`src/rtl/fifo_flow_pkg.sv`:
```
// Shared types and sizing constants for the FIFO flow controller.
package fifo_flow_pkg;
   typedef enum logic {R_EMPTY = 1'b0, R_FULL = 1'b1} rd_state_e;

   localparam int ADDR_WIDTH_DEF = 3;
   localparam int DEPTH          = 1 << ADDR_WIDTH_DEF;
   localparam int LVL_W          = ADDR_WIDTH_DEF + 1;

   function automatic int depth_of(input int aw);
      return 1 << aw;
   endfunction
endpackage

```
`src/rtl/fifo_flow_if.sv`:
```
// Handshake and datapath bundle between producer/consumer/datapath and the controller.
interface fifo_flow_if
   import fifo_flow_pkg::*;
#(
   parameter int DATA_WIDTH = 16,
   parameter int PAR_READ   = 1
);
   logic                           wr_valid;
   logic                           wr_ready;
   logic                           rd_valid;
   logic                           rd_ready;
   logic [DATA_WIDTH*PAR_READ-1:0] rd_data;
   logic [DATA_WIDTH*PAR_READ-1:0] fifo_dout;
   logic                           empty;
   logic                           full;
   logic                           wbuff;
   logic                           enr;

   modport slave (
      input  wr_valid, rd_ready, fifo_dout, empty, full,
      output wr_ready, rd_valid, rd_data, wbuff, enr
   );

   modport master (
      output wr_valid, rd_ready, fifo_dout, empty, full,
      input  wr_ready, rd_valid, rd_data, wbuff, enr
   );
endinterface

```
`src/rtl/fifo_level_tracker.sv`:
```
// Saturating occupancy counter for the datapath with a registered check
// against the datapath's own empty/full flags.
module fifo_level_tracker
   import fifo_flow_pkg::*;
#(
   parameter int ADDR_WIDTH = ADDR_WIDTH_DEF,
   parameter int PAR_WRITE  = 1,
   parameter int PAR_READ   = 1
) (
   input  logic              clk,
   input  logic              rst_n,
   input  logic              wbuff,
   input  logic              enr,
   input  logic              empty,
   input  logic              full,
   input  logic              clr_err,
   output logic [ADDR_WIDTH:0] level,
   output logic              lvl_err
);
   localparam int DEP = depth_of(ADDR_WIDTH);
   localparam int LW  = ADDR_WIDTH + 1;
   localparam logic [LW-1:0] RD_TH   = LW'(PAR_READ);
   localparam logic [LW-1:0] FULL_TH = LW'(DEP - PAR_WRITE);
   localparam logic [LW-1:0] LVL_MAX = LW'(DEP);

   logic [LW-1:0] level_q, level_d;
   logic          lvl_err_q, lvl_err_d;
   logic          sat;
   logic          mismatch;
   int            nxt;

   always_comb begin
      level_d   = level_q;
      sat       = 1'b0;
      lvl_err_d = lvl_err_q;
      nxt = int'(level_q) + (wbuff ? PAR_WRITE : 0) - (enr ? PAR_READ : 0);
      // Clamp instead of wrapping so level stays meaningful after a datapath fault.
      if (nxt > DEP) begin
         level_d = LVL_MAX;
         sat     = 1'b1;
      end else if (nxt < 0) begin
         level_d = '0;
         sat     = 1'b1;
      end else begin
         level_d = LW'(nxt);
      end

      mismatch = (empty  && (level_q >= RD_TH))   ||
                 (!empty && (level_q <  RD_TH))   ||
                 (full   && (level_q <= FULL_TH)) ||
                 (!full  && (level_q >  FULL_TH));

      if (clr_err)         lvl_err_d = 1'b0;
      if (mismatch || sat) lvl_err_d = 1'b1;
   end

   always_ff @(posedge clk or negedge rst_n) begin
      if (!rst_n) begin
         level_q   <= '0;
         lvl_err_q <= 1'b0;
      end else begin
         level_q   <= level_d;
         lvl_err_q <= lvl_err_d;
      end
   end

   assign level   = level_q;
   assign lvl_err = lvl_err_q;
endmodule

```
`src/rtl/fifo_flow_ctrl.sv`:
```
// Valid/ready sequencer for the circular FIFO datapath: write strobe,
// two-state read FSM feeding a registered output word, and debug flags.
module fifo_flow_ctrl
   import fifo_flow_pkg::*;
#(
   parameter int DATA_WIDTH = 16,
   parameter int ADDR_WIDTH = ADDR_WIDTH_DEF,
   parameter int PAR_WRITE  = 1,
   parameter int PAR_READ   = 1
) (
   input  logic                clk,
   input  logic                rst_n,
   fifo_flow_if.slave          bus,
   output logic [ADDR_WIDTH:0] level,
   output logic                wr_proto_err,
   output logic                lvl_err,
   input  logic                clr_err
);
   localparam int RW = DATA_WIDTH * PAR_READ;

   rd_state_e     state_q, state_d;
   logic [RW-1:0] rd_data_q, rd_data_d;
   logic          wr_pend_q, wr_pend_d;
   logic          perr_q, perr_d;
   logic          enr_c;
   logic          wbuff_g, enr_g;

   always_comb begin
      state_d   = state_q;
      rd_data_d = rd_data_q;
      enr_c     = 1'b0;
      case (state_q)
         R_EMPTY: begin
            if (!bus.empty) begin
               enr_c     = 1'b1;
               rd_data_d = bus.fifo_dout;
               state_d   = R_FULL;
            end
         end
         R_FULL: begin
            if (bus.rd_ready) begin
               if (!bus.empty) begin
                  enr_c     = 1'b1;
                  rd_data_d = bus.fifo_dout;
               end else begin
                  state_d = R_EMPTY;
               end
            end
         end
         default: state_d = R_EMPTY;
      endcase

      // A stalled offer must be held until taken; dropping it is flagged.
      wr_pend_d = bus.wr_valid & bus.full;
      perr_d    = perr_q;
      if (clr_err)                    perr_d = 1'b0;
      if (wr_pend_q && !bus.wr_valid) perr_d = 1'b1;
   end

   always_ff @(posedge clk or negedge rst_n) begin
      if (!rst_n) begin
         state_q   <= R_EMPTY;
         rd_data_q <= '0;
         wr_pend_q <= 1'b0;
         perr_q    <= 1'b0;
      end else begin
         state_q   <= state_d;
         rd_data_q <= rd_data_d;
         wr_pend_q <= wr_pend_d;
         perr_q    <= perr_d;
      end
   end

   assign wbuff_g      = bus.wr_valid & ~bus.full & rst_n;
   assign enr_g        = enr_c & rst_n;
   assign bus.wr_ready = ~bus.full;
   assign bus.wbuff    = wbuff_g;
   assign bus.enr      = enr_g;
   assign bus.rd_valid = (state_q == R_FULL);
   assign bus.rd_data  = rd_data_q;
   assign wr_proto_err = perr_q;

   fifo_level_tracker #(
      .ADDR_WIDTH (ADDR_WIDTH),
      .PAR_WRITE  (PAR_WRITE),
      .PAR_READ   (PAR_READ)
   ) u_lvl (
      .clk     (clk),
      .rst_n   (rst_n),
      .wbuff   (wbuff_g),
      .enr     (enr_g),
      .empty   (bus.empty),
      .full    (bus.full),
      .clr_err (clr_err),
      .level   (level),
      .lvl_err (lvl_err)
   );
endmodule

```
`src/flat_wrapper.sv`:
```
// flat-port wrapper written by rule: the top's interface ports become plain ports
module fifo_flow_ctrl_flat import fifo_flow_pkg::*;
#(
   parameter int DATA_WIDTH = 16,
   parameter int ADDR_WIDTH = ADDR_WIDTH_DEF,
   parameter int PAR_WRITE  = 1,
   parameter int PAR_READ   = 1
)
  (clk, rst_n, level, wr_proto_err, lvl_err, clr_err, bus_wr_valid, bus_rd_ready, bus_fifo_dout, bus_empty, bus_full, bus_wr_ready, bus_rd_valid, bus_rd_data, bus_wbuff, bus_enr);
  fifo_flow_if #(.DATA_WIDTH(DATA_WIDTH), .PAR_READ(PAR_READ)) bus_i ();
  input  logic clk;
  input  logic rst_n;
  output logic [ADDR_WIDTH:0] level;
  output logic wr_proto_err;
  output logic lvl_err;
  input  logic clr_err;
  input wire logic [$bits(bus_i.wr_valid)-1:0] bus_wr_valid;
  input wire logic [$bits(bus_i.rd_ready)-1:0] bus_rd_ready;
  input wire logic [$bits(bus_i.fifo_dout)-1:0] bus_fifo_dout;
  input wire logic [$bits(bus_i.empty)-1:0] bus_empty;
  input wire logic [$bits(bus_i.full)-1:0] bus_full;
  output wire logic [$bits(bus_i.wr_ready)-1:0] bus_wr_ready;
  output wire logic [$bits(bus_i.rd_valid)-1:0] bus_rd_valid;
  output wire logic [$bits(bus_i.rd_data)-1:0] bus_rd_data;
  output wire logic [$bits(bus_i.wbuff)-1:0] bus_wbuff;
  output wire logic [$bits(bus_i.enr)-1:0] bus_enr;
  assign bus_i.wr_valid = bus_wr_valid;
  assign bus_i.rd_ready = bus_rd_ready;
  assign bus_i.fifo_dout = bus_fifo_dout;
  assign bus_i.empty = bus_empty;
  assign bus_i.full = bus_full;
  assign bus_wr_ready = bus_i.wr_ready;
  assign bus_rd_valid = bus_i.rd_valid;
  assign bus_rd_data = bus_i.rd_data;
  assign bus_wbuff = bus_i.wbuff;
  assign bus_enr = bus_i.enr;
  fifo_flow_ctrl #(.DATA_WIDTH(DATA_WIDTH), .ADDR_WIDTH(ADDR_WIDTH), .PAR_WRITE(PAR_WRITE), .PAR_READ(PAR_READ)) u_core (.clk(clk), .rst_n(rst_n), .bus(bus_i), .level(level), .wr_proto_err(wr_proto_err), .lvl_err(lvl_err), .clr_err(clr_err));
endmodule
```
`config.mk`:
```
export PLATFORM = sky130hd
export DESIGN_NAME = fifo_flow_ctrl_flat
export DESIGN_NICKNAME = d
export VERILOG_FILES = /design/src/rtl/fifo_flow_pkg.sv /design/src/rtl/fifo_flow_if.sv /design/src/rtl/fifo_level_tracker.sv /design/src/rtl/fifo_flow_ctrl.sv /design/src/flat_wrapper.sv
export SDC_FILE = /design/constraint.sdc
export NUM_CORES = 1
export LEC_CHECK = 0
export ABC_AREA = 0
export ABC_CLOCK_PERIOD_IN_PS = 5100
export BUFFER_PORTS_ARGS = -buffer_cell sky130_fd_sc_hd__clkbuf_2
export CAP_MARGIN = 5
export CORE_MARGIN = 2
export CORE_UTILIZATION = 25
export DETAILED_ROUTE_END_ITERATION = 12
export MAX_ROUTING_LAYER = met4
export PLACE_DENSITY = 0.5
export SYNTH_ARGS = -nofsm -noshare
export SYNTH_HDL_FRONTEND = slang
export SYNTH_SLANG_ARGS = --single-unit
export TNS_END_PERCENT = 5
```
`constraint.sdc`:
```
create_clock -name clk -period 5.1 [get_ports clk]
set_clock_uncertainty 0.05 [all_clocks]
set_input_delay 0.51 -clock clk [delete_from_list [all_inputs] [get_ports clk]]
set_output_delay 0.51 -clock clk [all_outputs]
set_load 0.02 [all_outputs]
```
* Yosys cells after proc, flatten, opt, wreduce, memory -nomap -nowiden
Cells that the tools add are included.
** Storage, ports and cells
- Register bits :: 24
- Input port bits :: 23
- Output and inout port bits :: 26
- Word-level logic and storage cells :: 52
** Operators by class
- $add $sub $neg :: 2
- Order comparisons :: 6
- Equal/unequal tests :: 1
- Mux-type cells :: 17
- Bitwise gates (word level) :: 6
- Reduce and logical (&&, ||, !) cells :: 14
** Operators with widths (count)
- adder 5 x 32 -> 32 bit :: 1
- > comparator 32 x 5 -> 1 bit (second input constant) :: 1
- < comparator 32 x 1 -> 1 bit (second input constant) :: 1
- 2-to-1 mux 16 bit :: 2
- one-hot mux 16 bit (2 select lines) :: 1
- subtractor 32 x 2 -> 32 bit :: 1
- 2-to-1 mux 1 bit :: 10
- 2-to-1 mux 4 bit :: 2
- logical AND 1 bit :: 5
- bitwise AND 1 bit :: 4
- greater-or-equal comparator 4 x 1 -> 1 bit (second input constant) :: 1
- > comparator 4 x 3 -> 1 bit (second input constant) :: 1
- less-or-equal comparator 4 x 3 -> 1 bit (second input constant) :: 1
- logical OR 1 bit :: 4
- < comparator 4 x 1 -> 1 bit (second input constant) :: 1
- one-hot mux 1 bit (2 select lines) :: 2
- nonzero test 2 bit :: 2
- logical NOT 1 bit :: 3
- != test 2 bit (second input constant) :: 1
- inverter 1 bit :: 2

* Logic depth before layout (Yosys ltp)
Gate-level depths: netlist of the first run.
- Word-level depth :: 11
- Gate-level depth with buffers :: 16
- Mapped depth without buffers :: 15

* Cells and area by module
A second synthesis of the first run with hierarchy kept.
** Unflattened totals
- Cell total of the unflattened synthesis :: 98
- Area total of the unflattened synthesis :: 1290.0 um2
** By module, submodules not included
- fifo_flow_ctrl :: instances 1, cells each 47, area an instance 775.7 um2, sequential area each 475.5 um2
- fifo_level_tracker :: instances 1, cells each 51, area an instance 514.2 um2, sequential area each 125.1 um2

* Worst setup path before layout of the first run
OpenSTA, ideal clock, no wires.
- Path kind :: input to register
- Start :: input port bus_rd_ready
- End :: register u_core.u_lvl.lvl_err_q (netlist: u_core.u_lvl.lvl_err)
- Library setup time :: 139 ps
- Arrival time :: 3939 ps
- Required time :: 4911 ps
- Slack :: 972 ps
- Stages :: 16
- Path buffers :: 1
- Cell sequence :: inv_1 > a21oi_1 > buf_2 > and2_1 > ha_1 > inv_1 > ha_1 > inv_1 > fa_1 > and2b_1 > o21bai_1 > nor2b_1 > ha_1 > nand2b_1 > a221o_1 > or4_1
** Between the ends
- Cells in the longest elaborated chain, start to end :: 10
- Elaborated cells between the ends (all ways) :: 12
- Those cells by class :: add/sub (1); order compare (2); mux (6); bitwise (1); reduce/logical (2)
** RTL lines
- start: declaration :: RTL line flat_wrapper.sv:18 : input wire logic [$bits(bus_i.rd_ready)-1:0] bus_rd_ready;
- 2-to-1 mux 1 bit * :: RTL line fifo_flow_ctrl.sv:41 : if (bus.rd_ready) begin
- one-hot mux 1 bit (2 select lines) * :: RTL line fifo_flow_ctrl.sv:32 : case (state_q)
- bitwise AND 1 bit * :: RTL line fifo_flow_ctrl.sv:75 : assign enr_g = enr_c & rst_n;
- net bus_enr :: RTL line flat_wrapper.sv:26 : output wire logic [$bits(bus_i.enr)-1:0] bus_enr;
- 2-to-1 mux 1 bit * :: RTL line fifo_level_tracker.sv:36 : nxt = int'(level_q) + (wbuff ? PAR_WRITE : 0) - (enr ? PAR_READ : 0);
- subtractor 32 x 2 -> 32 bit * :: RTL line fifo_level_tracker.sv:36
- < comparator 32 x 1 -> 1 bit :: RTL line fifo_level_tracker.sv:41 : end else if (nxt < 0) begin
- 2-to-1 mux 1 bit :: RTL line fifo_level_tracker.sv:41
- 2-to-1 mux 1 bit * :: RTL line fifo_level_tracker.sv:38 : if (nxt > DEP) begin
- logical OR 1 bit * :: RTL line fifo_level_tracker.sv:54 : if (mismatch || sat) lvl_err_d = 1'b1;
- 2-to-1 mux 1 bit or nonzero test 2 bit (tied branches)
- end signal: assignment :: RTL line fifo_level_tracker.sv:63 : lvl_err_q <= lvl_err_d;
- end: declaration :: RTL line fifo_level_tracker.sv:27 : logic lvl_err_q, lvl_err_d;
Mark *: on every way through the listed nets, which the timed path passes. The rest lies on a longest branch.
A chain may end at the register's enable or synchronous reset.

* Worst setup path in the final report of the first run
- Start :: input port rst_n
- End :: register u_core.u_lvl.lvl_err_q (netlist: u_core.u_lvl.lvl_err)
** Between the ends
- Cells in the longest elaborated chain, start to end :: 9
- Elaborated cells between the ends (all ways) :: 13
- Those cells by class :: add/sub (2); order compare (2); mux (5); bitwise (2); reduce/logical (2)
** RTL lines
- start: declaration :: RTL line flat_wrapper.sv:12 : input logic rst_n;
- bitwise AND 1 bit :: RTL line fifo_flow_ctrl.sv:74 : assign wbuff_g = bus.wr_valid & ~bus.full & rst_n;
- 2-to-1 mux 1 bit :: RTL line fifo_level_tracker.sv:36
- adder 5 x 32 -> 32 bit :: RTL line fifo_level_tracker.sv:36
- subtractor 32 x 2 -> 32 bit * :: RTL line fifo_level_tracker.sv:36
- < comparator 32 x 1 -> 1 bit :: RTL line fifo_level_tracker.sv:41
- 2-to-1 mux 1 bit :: RTL line fifo_level_tracker.sv:41
- 2-to-1 mux 1 bit * :: RTL line fifo_level_tracker.sv:38
- logical OR 1 bit * :: RTL line fifo_level_tracker.sv:54
- 2-to-1 mux 1 bit or nonzero test 2 bit (tied branches)
Mark *: on every way between the ends. The rest lies on a longest branch, timed or not.

==> results.md, run 1 <==
- Commonest cells after routing, fill and taps aside: clkbuf_2, dfrtp_1, mux2_2
- Setup violators final: 0
- Psw: 0.258 mW
- Largest family of logic cells by synthesized area: multiplexers
- Synth Area in Compound Gates: between 6 and 7%
- Tot GR Track Use: 10.2%
- PwrDens: roughly 450 nW/um^2
- Mean Syn Cell Area: 12.3 um^2
- Yosys cell types: 26
- Max incr delay on CP: 0.53 ns
- Max clock buf depth: 2
- Inst Count DP: 194
- Synth Area in XOR/XNOR: 3.02%
- Place WS: between 1 and 1.5 ns
- First-pass GRT wire length: just over 4000 um
- H-tree depth: 1
- Commonest non-fill, non-tap cell in the layout: clkbuf_2
- Final hold vios: 0
- Post-CTS Hold Buffers: 0
- Cell Area, Placed: about 1500 um^2
- Post-route cell area: 1530 um^2
- Die H: a little over 70 um
- Sw frac: between 30% and 40%
- Non-filler cells, final: between 150 and 200
- Worst slew pin tran: around 0.62 ns
- Type of origin of the critical path: input pin
- Nets: ~180
- # resized after CTS: 0
- Vias: between 800 and 900
- Initial antenna violation count: 0
- Max transition margin: 58.4%
- Starting Density: 26.3%
- Critical path's slowest cell: or4_1
- Max Fanout on Critical Path: 26
- Fin Hold WS: between 0.15 and 0.2 ns
- Gr ovfl total: 0
- Final Cycle Share: ~73%
- Setup CP Type: in2reg
- Post-Synth Adder-Cell Area: under 10%
- Routed wire length: 2420 um
- Post-CTS setup buffer count: 0
- Crit path buf inv count: 3
- Ranking of synthesized cells by area: dfrtp_1, mux2_2, ha_1
- Flop pwr share: a little over a third
- Num CTS Buffers: 3
- CTS tree: done
- Int Pwr: between 0.4 and 0.5 mW
- Most used cell, CP: ha_1
- Max-slew violation count: 0
- Width of the die: around 72 um
- Synth Instances: 94
- Yosys reg bits: 24
- Final WS setup: between 1 and 1.5 ns
- Part of the Yosys area used for sequential elements: 51.8%
- I/O Buffers: 48
- # IOs: 49
- Core Box Area: about 4400 um^2
- RSZ-0062 raised after global routing: false
- Yosys top cell by area: dfrtp_1
- Post-route ant nets: 0
- Net count after synthesis: between 100 and 150
- GP Congestion: 0.901
- Critical path arrival: 3.79 ns
- Ant diodes: 0
- Synth Area in Simple Gates: about 8.5%
- Max frequency: roughly 0.27 GHz
- Sink Count: 24
- Fill cell count: 444
- Standard-cell rows: 24
- Yosys top cell area share: around 52%
- Post-DR wirelength/cell: roughly 12 um
- Post-layout util: 34.6%
- Crit-path cells: clkbuf_2 -> nand3_1 -> ha_1 -> inv_1 -> ha_1 -> inv_1 -> fa_1 -> and2b_1 -> o21bai_1 -> nor2b_1 -> ha_1 -> nand2b_1 -> a221o_1 -> or4_1
- Critical Path RT: just over 5 ns
- Leak: about 0.77 nW
- Layout cells sized above 1: about 48%
- Status: completed
- Multiplexer area fraction after synthesis: between 10% and 20%
- Clk root buf: clkbuf_8
- Clk network pwr share: between 10% and 20%
- Initial DRC count: 19
- Clock-pin slew on the worst setup and hold paths: about 0.080 ns
- Logic pwr share: approximately 45%
- Min-delay worst type: in2async
- Yosys Warn Count: 0
- Dpl hpwl: 1930 um
- Mapped Area: about 1200 um^2
- Period minus WS final: 3.70 ns
- Critical path endpoint category: flip-flop
- DRC: 0
- Area delta synth->final: 31.6%
- Worst path top cell family by delay: simple AND/OR/NAND/NOR gates
- Setup TNS: 0 ns
- Max Cap Viol: 0
- Total power: between 0.6 and 0.7 mW
- Number of global-route vias before repair: roughly 930
- Worst IR Drop VDD: between 0.15 and 0.2 mV
- DR vias/cell: around 4.4
- Largest net degree at the start of global routing: 27
- Die area: 5200 um^2
- Clk_lat worst skew: 0.26 ns
- TritonRoute pass-1 iters: 2
[power by group through the flow]
stage / sequential [mW] / clock [mW] / combinational [mW]
2_1_floorplan: 0.289 / 0 / 0.185
3_3_place_gp: 0.254 / 0 / 0.305
3_5_place_dp: 0.254 / 0 / 0.314
4_1_cts: 0.251 / 0.135 / 0.315
5_1_grt: 0.255 / 0.144 / 0.348
6_report: 0.249 / 0.129 / 0.311
[metal layers]
metal / part of all wire [%] / vias to the layer above / track usage, %
li1: - / 427 / -
met1: 48 / 405 / 12.7
met2: 45 / 33 / 16.1
met3: 6.4 / 4 / 2.22
met4: 0.87 / 0 / 3.77
met5: 0 / - / -
[registers in the layout, summed over array words and instances, names as in the netlist]
name / cells
u_core.wr_pend_q: 1
u_core.bus.rd_valid: 1
u_core.u_lvl.level: 4
u_core.wr_proto_err: 1
u_core.bus.rd_data: 16
u_core.u_lvl.lvl_err: 1
[path summary, 6_finish.rpt]
path                                   startpoint  slack [ns]                      to  cells after the start
min                                         rst_n        0.19   u_core.bus.rd_data[8]                      1
min reg2reg                u_core.bus.rd_data[10]        0.46  u_core.bus.rd_data[10]                      1
max reg2reg                   u_core.bus.rd_valid        1.67    u_core.u_lvl.lvl_err                     14
max in group asynchronous                   rst_n        4.41        u_core.wr_pend_q                      1
max                                         rst_n        1.40    u_core.u_lvl.lvl_err                     14
min in group clk                     bus_rd_ready        0.39     u_core.bus.rd_valid                      2
[layout make-up]
class	instances	area (um^2)	area share [%]
Tap cell	52	65.1	4.26
Multi-Input combinational cell	55	505	33.1
Sequential cell	24	601	39.3
Clock buffer	4	55.1	3.61
Inverter	14	52.6	3.44
Timing Repair Buffer	49	248	16.2
[kinds of logic after synthesis]
family                     count (synthesis)
muxes                                     16
AOI/OAI and AO/OA                         12
buffers and inverters                     15
and+or+nand+nor                           15
DFF                                       24
xor gates and xnor gates                   4
adders and majority gates                  8
[cell usage after synthesis (all sizes together)]
master / n
a2111oi: 1
a21o: 1
a21oi: 3
a221o: 1
a22oi: 1
a31oi: 1
and2: 2
and2b: 1
and3b: 1
buf: 1
dfrtp: 24
fa: 1
ha: 7
inv: 14
mux2: 16
nand2b: 1
nand3: 1
nor2: 1
nor2b: 2
nor3: 1
nor3b: 4
o21ai: 2
o21bai: 1
o22ai: 1
or4: 1
xnor2: 4
(Power assumes the default switching activity.)
==> inputs of run 2 (changes only) <==
- ABC_AREA: 0 -> 1
- ABC_CLOCK_PERIOD_IN_PS: 5100 -> 3400
- PLACE_DENSITY: 0.5 -> 0.52
- clock period: 5.1 -> 3.4 ns (I/O delays scaled with it)
==> results.md, run 2 <==
- Setup slack, reg-to-reg: 0.69 ns (was 1.67 ns)
- Min-delay worst type: in2reg (was in2async)
- Footprint of the multi-input gates: 528 um^2 (was 505 um^2)
- Max frequency: approximately 0.33 GHz
- Nets: 203 (was 178)
- Ranking of synthesized cells by area: dfrtp_1, mux2_1, ha_1 (was dfrtp_1, mux2_2, ha_1)
- Synth Instances: 117 (was 94)
- H-tree depth: 1 (unchanged)
- Commonest non-fill, non-tap cell in the layout: clkbuf_2 (unchanged)
- Ant diodes: 0 (unchanged)
- Initial DRC count: 37 (was 19)
- Mapped Area: 1210 um^2 (was 1160 um^2)
- Critical R2R Capture: u_core.u_lvl.lvl_err (unchanged)
- Max transition margin: 84.2% (was 58.4%)
- Hold wc startpoint: bus_empty
- Yosys top cell by area: dfrtp_1 (unchanged)
- Top Layer Used: met4 (unchanged)
- # IOs: 49 (unchanged)
- Post-route ant nets: 0 (unchanged)
- Status: completed (unchanged)
- Top-count cell post-synth: dfrtp_1 (unchanged)
- Max-slew violation count: 0 (unchanged)
- Die area: 5420 um^2 (was 5200 um^2)
- Largest net degree at the start of global routing: 18 (was 27)
- Max reg flops: 16 (unchanged)
- Max Cap Viol: 0 (unchanged)
- CTS tree: done (unchanged)
- Type of origin of the critical path: input pin (unchanged)
- Mean Syn Cell Area: 10.4 um^2 (was 12.3 um^2)
- Critical Path RT: 3.48 ns (was 5.19 ns)
- Final hold vios: 0 (unchanged)
- Clk_lat worst skew: 0.25 ns (was 0.26 ns)
- Worst IR Drop VDD: 0.226 mV (was 0.168 mV)
- GP Congestion: 0.805 (was 0.901)
- Clk root buf: clkbuf_8 (unchanged)
- Yosys Warn Count: 0 (unchanged)
- Core Box Area: 4690 um^2 (was 4410 um^2)
- Yosys top cell area share: 49.5% (was 51.8%)
- Yosys reg bits: 24 (unchanged)
- WL met2: 1010 um (was 1080 um)
- Reg area: 601 um^2 (unchanged)
- Critical path arrival: 3.15 ns (was 3.79 ns)
- Wl on met1: 1060 um (was 1160 um)
- Synth top cells by count: dfrtp_1, nand2_1, inv_1 (was dfrtp_1, mux2_2, inv_1)
- First-pass GRT wire length: 3970 um (was 4060 um)
- Net count after synthesis: 148 (was 125)
- DR vias/cell: 4.21 (was 4.39)
- Starting Density: 25.8% (was 26.3%)
- Asr flop ratio synth: 100% (unchanged)
- Worst slew pin tran: 0.236 ns (was 0.622 ns)
- Vias: 942 (was 869)
- Critical register-to-register path startpoint: u_core.bus.rd_valid (unchanged)
- Clock-pin slew on the worst setup and hold paths: 0.07 ns (was 0.08 ns)
- Place WS: 0.448 ns (was 1.05 ns)
- Setup TNS: 0 ns (unchanged)
- PwrDens: 638 nW/um^2 (was 451 nW/um^2)
- Tot GR Track Use: 9.51% (was 10.2%)
- Die H: 73.6 um (was 72.1 um)
- Path depth of the worst reg2reg path: 16 (was 14)
- Commonest cells after routing, fill and taps aside: clkbuf_2, dfrtp_1, nand2_1 (was clkbuf_2, dfrtp_1, mux2_2)
- Layout cells sized above 1: 40.0% (was 47.9%)
- TritonRoute pass-1 iters: 4 (was 2)
- Post-DR wirelength/cell: 10.4 um (was 12.2 um)
- Number of global-route vias before repair: 947 (was 926)
- Max clock buf depth: 2 (unchanged)
- Critical path endpoint category: flip-flop (unchanged)
- Gr ovfl total: 0 (unchanged)
- Max Fanout on Critical Path: 10 (was 26)
- Final Cycle Share: between 90% and 100%
- Area delta synth->final: 30.3% (was 31.6%)
- Num CTS Buffers: 3 (unchanged)
- Final WS setup: 0.333 ns (was 1.40 ns)
- Hold Crit Depth: 2
- Part of the Yosys area used for sequential elements: 49.5% (was 51.8%)
- DRC: 0 (unchanged)
- Initial antenna violation count: 0 (unchanged)
- I/O Buffers: 48 (unchanged)
- Sink Count: 24 (unchanged)
- Period minus WS final: between 3 and 4 ns
- Yosys cell types: 22 (was 26)
- Main synth FF type: dfrtp_1 (unchanged)
- Setup violators final: 0 (unchanged)
- RSZ-0062 raised after global routing: false (unchanged)
- Dpl hpwl: 2030 um (was 1930 um)
- Standard-cell rows: 25 (was 24)
- Fill cell count: 500 (was 444)
- Width of the die: 73.6 um (was 72.1 um)
- Routed wire length: 2340 um (was 2420 um)
- Worst hold endpoint: u_core.bus.rd_valid
- Setup CP Type: in2reg (unchanged)
- EDFF count, synth: 0 (unchanged)
- Metal3 WL: 223 um (was 154 um)
- Leak: 0.857 nW (was 0.774 nW)
run 2: cell count changes in the layout (fill, tap and decap cells not counted), moves of 2 or more:
cell     previous run  this run
nor2_1              1         7
xnor2_1             4         0
nor3b_1             4         0
nand2_1             0        19
buf_4               1         3
mux2_2             16         7
mux2_1              0         9
nand3_1             1         9
inv_1              14        18
nand3_2             0         2
nor2b_1             2         0
inv_2               0         2
run 2: logic make-up (layout without fill, tap and decap cells):
kind of cell | Yosys count | count (layout) | synth area share [%]
XOR/XNOR | 1 | 1 | 0.723
adder cells (fa/ha/maj) | 8 | 8 | 8.87
AND/OR/NAND/NOR | 44 | 44 | 17.3
buffers and inverters | 21 | 74 | 7.12
AO/OA/AOI/OAI | 3 | 3 | 1.55
flip-flops | 24 | 24 | 49.5
multiplexers | 16 | 16 | 14.9
run 2: through the flow:
step	std cells	hold WS, ns	instance area (um^2)	power (mW)	util, %
6_report	224	0.239	1580	1.01	33.7
5_1_grt	224	0.241	1580	1.12	33.7
4_1_cts	224	0.239	1580	1.03	33.6
3_5_place_dp	220	0.161	1520	0.868	32.5
3_3_place_gp	220	0.165	1520	0.873	32.5
2_1_floorplan	117	-0.00559	1210	0.727	-
run 2: where the power goes:
group	switching, mW	internal [mW]	total (mW)	leakage [nW]
Combinational	0.295	0.185	0.480	0.551
Sequential	0.0380	0.335	0.373	0.284
Clock	0.0764	0.0788	0.155	0.0216
Total	0.410	0.599	1.01	0.857
run 2: how the worst max path moves through the flow:
stage / from / endpoint / slack, ns
2_1_floorplan: u_core.bus.rd_valid / u_core.u_lvl.level[0] / 0.26
3_5_place_dp: rst_n / u_core.u_lvl.lvl_err / 0.45
6_report: rst_n / u_core.u_lvl.lvl_err / 0.33
5_1_grt: rst_n / u_core.u_lvl.level[1] / 0.007
4_1_cts: rst_n / u_core.u_lvl.lvl_err / 0.16
3_3_place_gp: rst_n / u_core.u_lvl.lvl_err / 0.43
run 2: final cells by class:
class / instances / area share [%]
Sequential cell: 24 / 38.0
Clock buffer: 3 / 2.61
Tap cell: 54 / 4.28
Inverter: 20 / 4.75
Multi-Input combinational cell: 72 / 33.4
Timing Repair Buffer: 51 / 16.9
run 2: worst max-delay path, cell delays in order:
cell and delay [ns]:
dlygate4sd3_1 0.53, buf_4 0.18, inv_1 0.06, nor2_2 0.14, ha_1 0.24, inv_1 0.05, ha_1 0.17, inv_1 0.06
fa_1 0.38, nand3b_1 0.18, and2_1 0.17, ha_1 0.26, inv_1 0.03, nor2_1 0.07, nand2_1 0.07, nor2_1 0.12
nand3_1 0.09
run 2: what timing repair did:
action,CTS,global route
gates resized for setup,0,4
setup buffers,0,0
setup endpoints to repair,0,5
hold endpoints to repair,7,0
hold buffers,1,0
run 2: per-layer routing:
layer	track usage, %	vias to the layer above
met5	-	-
met1	11.3	420
met4	3.84	0
li1	-	478
met3	2.06	6
met2	15.6	38
